--- config.mk ---
export PLATFORM = sky130hd
export DESIGN_NAME = div
export DESIGN_NICKNAME = d
export VERILOG_FILES = /design/src/rtl/div.sv
export SDC_FILE = /design/constraint.sdc
export NUM_CORES = 1
export LEC_CHECK = 0
export CAP_MARGIN = 15
export CELL_PAD_IN_SITES_DETAIL_PLACEMENT = 1
export CELL_PAD_IN_SITES_GLOBAL_PLACEMENT = 2
export CORE_MARGIN = 4
export CORE_UTILIZATION = 33
export DETAILED_ROUTE_END_ITERATION = 6
export GPL_TIMING_DRIVEN = 0
export PLACE_DENSITY_LB_ADDON = 0.25
export SLEW_MARGIN = 40
export SYNTH_ARGS = -nofsm -noshare
export SYNTH_HDL_FRONTEND = slang
export SYNTH_SLANG_ARGS = --single-unit
export TNS_END_PERCENT = 5
--- constraint.sdc ---
create_clock -name clk -period 6.2 [get_ports clk]
set_input_delay 1.55 -clock clk [delete_from_list [all_inputs] [get_ports clk]]
set_output_delay 1.55 -clock clk [all_outputs]
set_load 0.01 [all_outputs]
--- src/rtl/div.sv ---
`default_nettype none
// ============================================================================
//  Module   : div
//  Purpose  : Multi-cycle 32/32 integer divider for DIV/DIVU. Radix-2
//             restoring, one quotient bit per cycle. result_o packs
//             {remainder, quotient} for HI/LO write-back.
//  Revision : 1.0 - initial release
// ============================================================================
module div (
   input  logic        clk,
   input  logic        rst,
   input  logic        signed_div_i,
   input  logic [31:0] opdata1_i,
   input  logic [31:0] opdata2_i,
   input  logic        start_i,
   input  logic        annul_i,
   output logic [63:0] result_o,
   output logic        ready_o
);

   localparam logic [1:0] S_FREE   = 2'b00;
   localparam logic [1:0] S_BYZERO = 2'b01;
   localparam logic [1:0] S_ON     = 2'b10;
   localparam logic [1:0] S_END    = 2'b11;

   localparam logic [4:0] C_LAST_ITER = 5'd31;

   logic [1:0]  state_q,  state_d;
   logic [4:0]  cnt_q,    cnt_d;
   // Dividend bits shift out of the top while quotient bits shift in at the
   // bottom, so one register serves both roles during iteration.
   logic [31:0] dq_q,     dq_d;
   logic [31:0] dvs_q,    dvs_d;
   logic [31:0] rem_q,    rem_d;
   logic        negq_q,   negq_d;
   logic        negr_q,   negr_d;
   logic [63:0] result_q, result_d;
   logic        ready_q,  ready_d;

   logic [31:0] w_abs1;
   logic [31:0] w_abs2;
   logic [32:0] w_trial;
   logic [31:0] w_rem_step;
   logic [31:0] w_quot_step;

   // Operand magnitudes and one restoring-division step.
   always_comb begin
      w_abs1      = (signed_div_i && opdata1_i[31]) ? (~opdata1_i + 32'd1) : opdata1_i;
      w_abs2      = (signed_div_i && opdata2_i[31]) ? (~opdata2_i + 32'd1) : opdata2_i;
      w_trial     = {rem_q, dq_q[31]} - {1'b0, dvs_q};
      // Partial remainder is always below the divisor, so a negative trial
      // means the shifted remainder still fits in 32 bits.
      w_rem_step  = w_trial[32] ? {rem_q[30:0], dq_q[31]} : w_trial[31:0];
      w_quot_step = {dq_q[30:0], ~w_trial[32]};
   end

   // Next-state logic; annul has priority over every other transition.
   always_comb begin
      state_d  = state_q;
      cnt_d    = cnt_q;
      dq_d     = dq_q;
      dvs_d    = dvs_q;
      rem_d    = rem_q;
      negq_d   = negq_q;
      negr_d   = negr_q;
      result_d = result_q;
      ready_d  = ready_q;

      if (annul_i) begin
         state_d  = S_FREE;
         ready_d  = 1'b0;
         result_d = 64'd0;
      end else begin
         case (state_q)
            S_FREE: begin
               ready_d  = 1'b0;
               result_d = 64'd0;
               if (start_i) begin
                  if (opdata2_i == 32'd0) begin
                     state_d = S_BYZERO;
                  end else begin
                     state_d = S_ON;
                     dq_d    = w_abs1;
                     dvs_d   = w_abs2;
                     rem_d   = 32'd0;
                     cnt_d   = 5'd0;
                     negq_d  = signed_div_i & (opdata1_i[31] ^ opdata2_i[31]);
                     negr_d  = signed_div_i & opdata1_i[31];
                  end
               end
            end
            S_BYZERO: begin
               state_d = S_END;
               dq_d    = 32'd0;
               rem_d   = 32'd0;
            end
            S_ON: begin
               cnt_d = cnt_q + 5'd1;
               dq_d  = w_quot_step;
               rem_d = w_rem_step;
               if (cnt_q == C_LAST_ITER) begin
                  // Sign fix-up applied on the final iteration edge.
                  state_d = S_END;
                  dq_d    = negq_q ? (~w_quot_step + 32'd1) : w_quot_step;
                  rem_d   = negr_q ? (~w_rem_step + 32'd1) : w_rem_step;
               end
            end
            S_END: begin
               if (start_i) begin
                  ready_d  = 1'b1;
                  result_d = {rem_q, dq_q};
               end else begin
                  state_d  = S_FREE;
                  ready_d  = 1'b0;
                  result_d = 64'd0;
               end
            end
            default: begin
               state_d  = S_FREE;
               ready_d  = 1'b0;
               result_d = 64'd0;
            end
         endcase
      end
   end

   // State and datapath registers with synchronous reset.
   always_ff @(posedge clk) begin
      if (rst) begin
         state_q  <= S_FREE;
         cnt_q    <= 5'd0;
         dq_q     <= 32'd0;
         dvs_q    <= 32'd0;
         rem_q    <= 32'd0;
         negq_q   <= 1'b0;
         negr_q   <= 1'b0;
         result_q <= 64'd0;
         ready_q  <= 1'b0;
      end else begin
         state_q  <= state_d;
         cnt_q    <= cnt_d;
         dq_q     <= dq_d;
         dvs_q    <= dvs_d;
         rem_q    <= rem_d;
         negq_q   <= negq_d;
         negr_q   <= negr_d;
         result_q <= result_d;
         ready_q  <= ready_d;
      end
   end

   assign result_o = result_q;
   assign ready_o  = ready_q;

endmodule
`default_nettype wire

# --- After elaboration in Yosys (flattened, before gate mapping) ---
# Cells that the tools add are included.
totals:
  register_bits: 170
  wordCells: 70
  output_inout_bits: 65
op_classes:
  n_reduce_logical: 12
  addsub: 6
  bitwise: 10
  eq_ne: 8
  n_mux: 25
op_table:
  columns: ["op", "n"]
  rows:
  - ["$mux 32", 11]
  - ["$pmux 32 s3", 2]
  - ["$add 32x1->32 const B", 4]
  - ["$not 32->32", 4]
  - ["$pmux 64 s2", 1]
  - ["$mux 64", 1]
  - ["$sub 33x32->33", 1]
  - ["$logic_not 32->1", 1]
  - ["$reduce_and 4->1", 3]
  - ["$mux 5", 2]
  - ["$pmux 5 s2", 1]
  - ["$mux 2", 4]
  - ["$ne 2x2->1 const B", 4]
  - ["$pmux 2 s4", 1]
  - ["$add 5x1->5 const B", 1]
  - ["$eq 5x5->1 const B", 1]
  - ["$eq 2x2->1 const B", 2]
  - ["$reduce_bool 2->1", 2]
  - ["$not 1->1", 3]
  - ["$reduce_and 3->1", 1]
  - ["$reduce_bool 3->1", 1]
  - ["$and 1x1->1", 2]
  - ["$eq 2x1->1 const B", 1]
  - ["$logic_and 1x1->1", 2]
  - ["other kinds (5)", 5]

# --- Logic depth before layout (Yosys ltp) ---
# Gate-level depths: netlist of run 1.
logic_depth:
  ltp_word: 7
  ltp_mapped: 24
  depth_no_buf: 20

# --- Worst setup path before layout of run 1 ---
# OpenSTA, ideal clock, no wires.
synth_timing:
  kind: "flip-flop to flip-flop"
  startpoint: "reg dq_q[31]"
  endpoint: "reg rem_q[30]"
  period_less_slack_ns: 5.136
  arrival_time_ns: 5.019
  setup_slack_ns: 1.064
  path_stages_with_launch: 25
  setup_time_ns: 0.117
  required_ns: 6.083
  path_cell_list: "dfxtp_1 -> inv_1 -> ha_1 -> fa_1 -> nand2b_1 -> a21oi_2 -> o211ai_2 -> a2111oi_4 -> o21a_1 -> nor2_2 -> inv_2 -> buf_2 -> clkbuf_1 -> buf_1 -> nor2_1 -> a21oi_1 -> ha_1 -> nand3b_1 -> nor4_1 -> a2bb2o_2 -> buf_2 -> a2111oi_1 -> a31oi_1 -> xnor2_1 -> a22o_1"
synth_between:
  elab_chain_len: 7
synth_rtl:
  columns: ["element", "line", "source"]
  rows:
  - ["start: declaration", "32", "logic [31:0] dq_q, dq_d;"]
  - ["start signal: assignment", "142", "dq_q <= dq_d;"]
  - ["$sub 33x32->33", "50", "w_trial = {rem_q, dq_q[31]} - {1'b0, dvs_q};"]
  - ["$mux 32 *", "53", "w_rem_step = w_trial[32] ? {rem_q[30:0], dq_q[31]} : w_trial[31:0];"]
  - ["$not 32->32", "105", "rem_d = negr_q ? (~w_rem_step + 32'd1) : w_rem_step;"]
  - ["$add 32x1->32", "105", null]
  - ["$mux 32", "105", null]
  - ["$mux 32 *", "101", "if (cnt_q == C_LAST_ITER) begin"]
  - ["$pmux 32 s3 *", "74", "case (state_q)"]
  - ["end signal: assignment", "144", "rem_q <= rem_d;"]
  - ["end: declaration", "34", "logic [31:0] rem_q, rem_d;"]
# Every way passes the cells marked *; elsewhere a longest branch is shown, timed or not.
# A chain may end at the register's enable or synchronous reset.

# --- Worst setup path after layout of run 1 ---
# Ends and elaborated chain as after synthesis.

==> impl_metrics.toml, run 1 <==
[grt]
grt_pass1_wl_um = 73700
grt.total_usage = 0.241
initial_antenna_violation_count = 0
grt_pass1_vias = 12600
grt_max_degree = 26
grt-ovfl-total = 0

[synthesis]
synthTopCellsByArea = "sky130_fd_sc_hd__dfxtp_1 (29%), sky130_fd_sc_hd__nor2_1 (6.6%), sky130_fd_sc_hd__xnor2_1 (5.5%)"
synth.most_common_cell = "sky130_fd_sc_hd__nor2_1"
async_reset_ff_frac = 0
synth_area_leader_cell = "sky130_fd_sc_hd__dfxtp_1"
mean_syn_cell_area_sq_um = 7.62
synth_commonest_cells = "sky130_fd_sc_hd__nor2_1 (208), sky130_fd_sc_hd__dfxtp_1 (170), sky130_fd_sc_hd__nand2_1 (129)"
synthDistinctLibCells = 84
yosys_most_used_dff = "sky130_fd_sc_hd__dfxtp_1"
number_of_synthesized_flops_with_an_enable_pin = 0
netlist.area_leader.share = 0.289
sequential_fraction_of_the_synthesis_area = 0.289
syn-instance-count = 1545
synth-seq-cells = 170
yosysWarnings = 0
synthesis.area_sq_um = 11800
synth_nets = 1657

[sta]
fin_crit_ns = 5.85
layout_worst_path_cycle_share = 0.944
max_slew_margin = 0.436
skew_ns = 0.0178
setup_viol = 0
rsz0062_at_grt = "no"
drv_slew = 0
finalHoldViolations = 0
max_freq_ghz = 0.171
final_critical_path_setup_slack_ns = 0.349
totalNegativeSetupSlack_ns = 0
tightestPinTransition_ns = 0.837

[route]
routed_wirelength_um = 47600
drcViolationCount = 0
num_vias = 12300
initialDrtViolationCount = 697
detailed_route_wire_length_per_cell_um = 22.0
via_per_inst = 5.69
detail-route-antenna-nets = 0
drtPass1Iterations = 5

[finish]
area_growth_syn_to_layout_pct = 21.8
fillerInstances = 4334
footprint_of_the_flip_flops_and_latches_sq_um = 3400
final_design_area_no_fill_sq_um = 14300
drive_above_1_share = 0.0450
layout.cells.non_filler = 2167
multiInputGateArea_sq_um = 7780
count_of_inserted_antenna_diode_cells = 0
finish.net_count = 1811

[power_and_ir_drop]
power_per_cell_area_nw_per_um2 = 214
p_total_mw = 3.06
power.static_leakage_nw = 5.01
worst_ir_drop_vdd_v = 0.000197

[worst_setup_path]
end_kind = "flip-flop"
path_class = "flip-flop to flip-flop"
timing.critical_path.slowest_stage_cell = "sky130_fd_sc_hd__dfxtp_1"
critPathRequiredTime_ns = 6.55
cp_slowest_stage_delay_ns = 0.44
critical_path.startpoint_type = "flip-flop"
timing.critical_path.cells = "inv_1, ha_1, fa_1, nand2b_1, a21oi_4, o211ai_2, a2111oi_4, o21a_1, nor2_4, inv_4, buf_2, nor2_1, a21oi_1, ha_1, nand3b_1, nor4_1, a2bb2o_2, buf_2, a2111oi_1, a31oi_1, xnor2_1, a22o_1"
timing.critical_path.fanout_max = 25
cp_data_arrival_time_ns = 6.20

[placement]
pre_cts_ws_ns = -0.685
port_buffers = 133
detailed_place.area_sq_um = 13700
dp_hpwl_um = 38100
post-place-cells = 2133
globalplace.congestion = 0.900

[clocking]
cts-buffers-inserted = 17
h-tree-depth = 4
post_cts_hold_buffer_count = 0
clock_latency_on_the_worst_skew_pair_ns = 0.46
cts.root.buffer_cell = "sky130_fd_sc_hd__clkbuf_16"
cts_tree = "yes"
numClockSinks = 170
clock_path_buffers = 2
clk_transition_reported_paths_ns = 0.08

[die]
fp.dieArea_sq_um = 38800
floorplan.initialDensity = 0.337
design.core.area_sq_um = 34900
num_io_pins = 134
floorplan.rows = 68
die_h_um = 197
floorplan.die.width_um = 197

[run]
max_cap_viol_count = 0

[run_status]
run_status = "finished, final reports clean"

[worst_hold_path]
hold_class = "flip-flop to flip-flop"
-- layout by cell type, fill, tap and decap left out, drive strengths merged, types with 24 or more instances in the layout --
cell,count
nor2,209
dfxtp,170
clkdlybuf4s50,133
nand2,130
o21ai,105
a21oi,103
clkbuf,87
xnor2,74
a22oi,73
inv,68
xor2,64
ha,42
nor3,38
a211oi,37
buf,31
o221ai,27
o31ai,24
-- worst paths after layout --
path / depth (start not counted) / startpoint / to / slack (ns)
worst min register to register: 2 / dvs_q[22] / dvs_q[22] / 0.46
worst max register to register: 22 / dq_q[31] / rem_q[30] / 0.35
worst max-delay path: 22 / dq_q[31] / rem_q[30] / 0.35
worst min-delay path: 2 / dvs_q[22] / dvs_q[22] / 0.46
-- cell families after synthesis --
| kind of cell | share of synthesized area |
|---|---|
| compound gates | 0.274 |
| xor+xnor | 0.103 |
| fa+ha+maj | 0.0463 |
| buf+inv | 0.0525 |
| flops | 0.289 |
| mux | 0.0263 |
| simple gates | 0.209 |
-- cell type report --
| type | count | area share |
|---|---|---|
| Clock inverter | 14 | 0.0127 |
| Clock buffer | 18 | 0.0299 |
| Tap cell | 455 | 0.0397 |
| Timing Repair Buffer | 137 | 0.0949 |
| Sequential cell | 170 | 0.237 |
| Buffer | 96 | 0.0266 |
| Multi-Input combinational cell | 1216 | 0.543 |
| Inverter | 61 | 0.0161 |
-- power by group --
part	internal, mW	total [mW]	switching [mW]	leakage, nW
Clock	0.643	1.15	0.509	0.285
Combinational	0.262	0.738	0.476	3.35
Sequential	1.13	1.17	0.0416	1.38
Total	2.03	3.06	1.03	5.01
-- what timing repair did --
action                     4_1_cts  5_1_grt
resized for setup                1        4
setup endpoints to repair       18        8
pin swaps                        0        2
buffers inserted                 0        4
-- flip-flops by register name, summed over array words and instances (netlist names), 2 cells and up --
register / count
cnt_q: 5
dvs_q: 32
dq_q: 32
state_q: 2
rem_q: 32
result_o: 64
-- routing by layer --
| layer | part of all wire | up-vias | wire (um) | global-route usage |
|---|---|---|---|---|
| li1 | - | 5932 | - | - |
| met1 | 0.49 | 6103 | 23400 | 0.343 |
| met2 | 0.46 | 245 | 21900 | 0.389 |
| met3 | 0.032 | 53 | 1550 | 0.0304 |
| met4 | 0.018 | 0 | 836 | 0.0609 |
| met5 | 0 | - | 0 | 0 |
-- worst max-delay path, delay by kind of cell, from the launching register on --
| family | cells | cell delay [ns] |
|---|---|---|
| compound gates | 9 | 2.48 |
| fa+ha+maj | 3 | 0.94 |
| buf+inv | 4 | 0.88 |
| simple gates | 5 | 0.82 |
| flops | 1 | 0.44 |
| xor+xnor | 1 | 0.18 |
-- metrics by stage --
stage,hold WS [ns],util
floorplan,0.432,-
global placement,0.443,0.392
detailed placement,0.455,0.392
CTS,0.464,0.410
global route,0.485,0.411
finish,0.465,0.411
(Power assumes the default switching activity.)
==> run 2: changes to the inputs <==
CTS_CLUSTER_SIZE = 10   (was default)
==> results of run 2 <==
Final layout, timing and power as in run 1 (identical DEF).
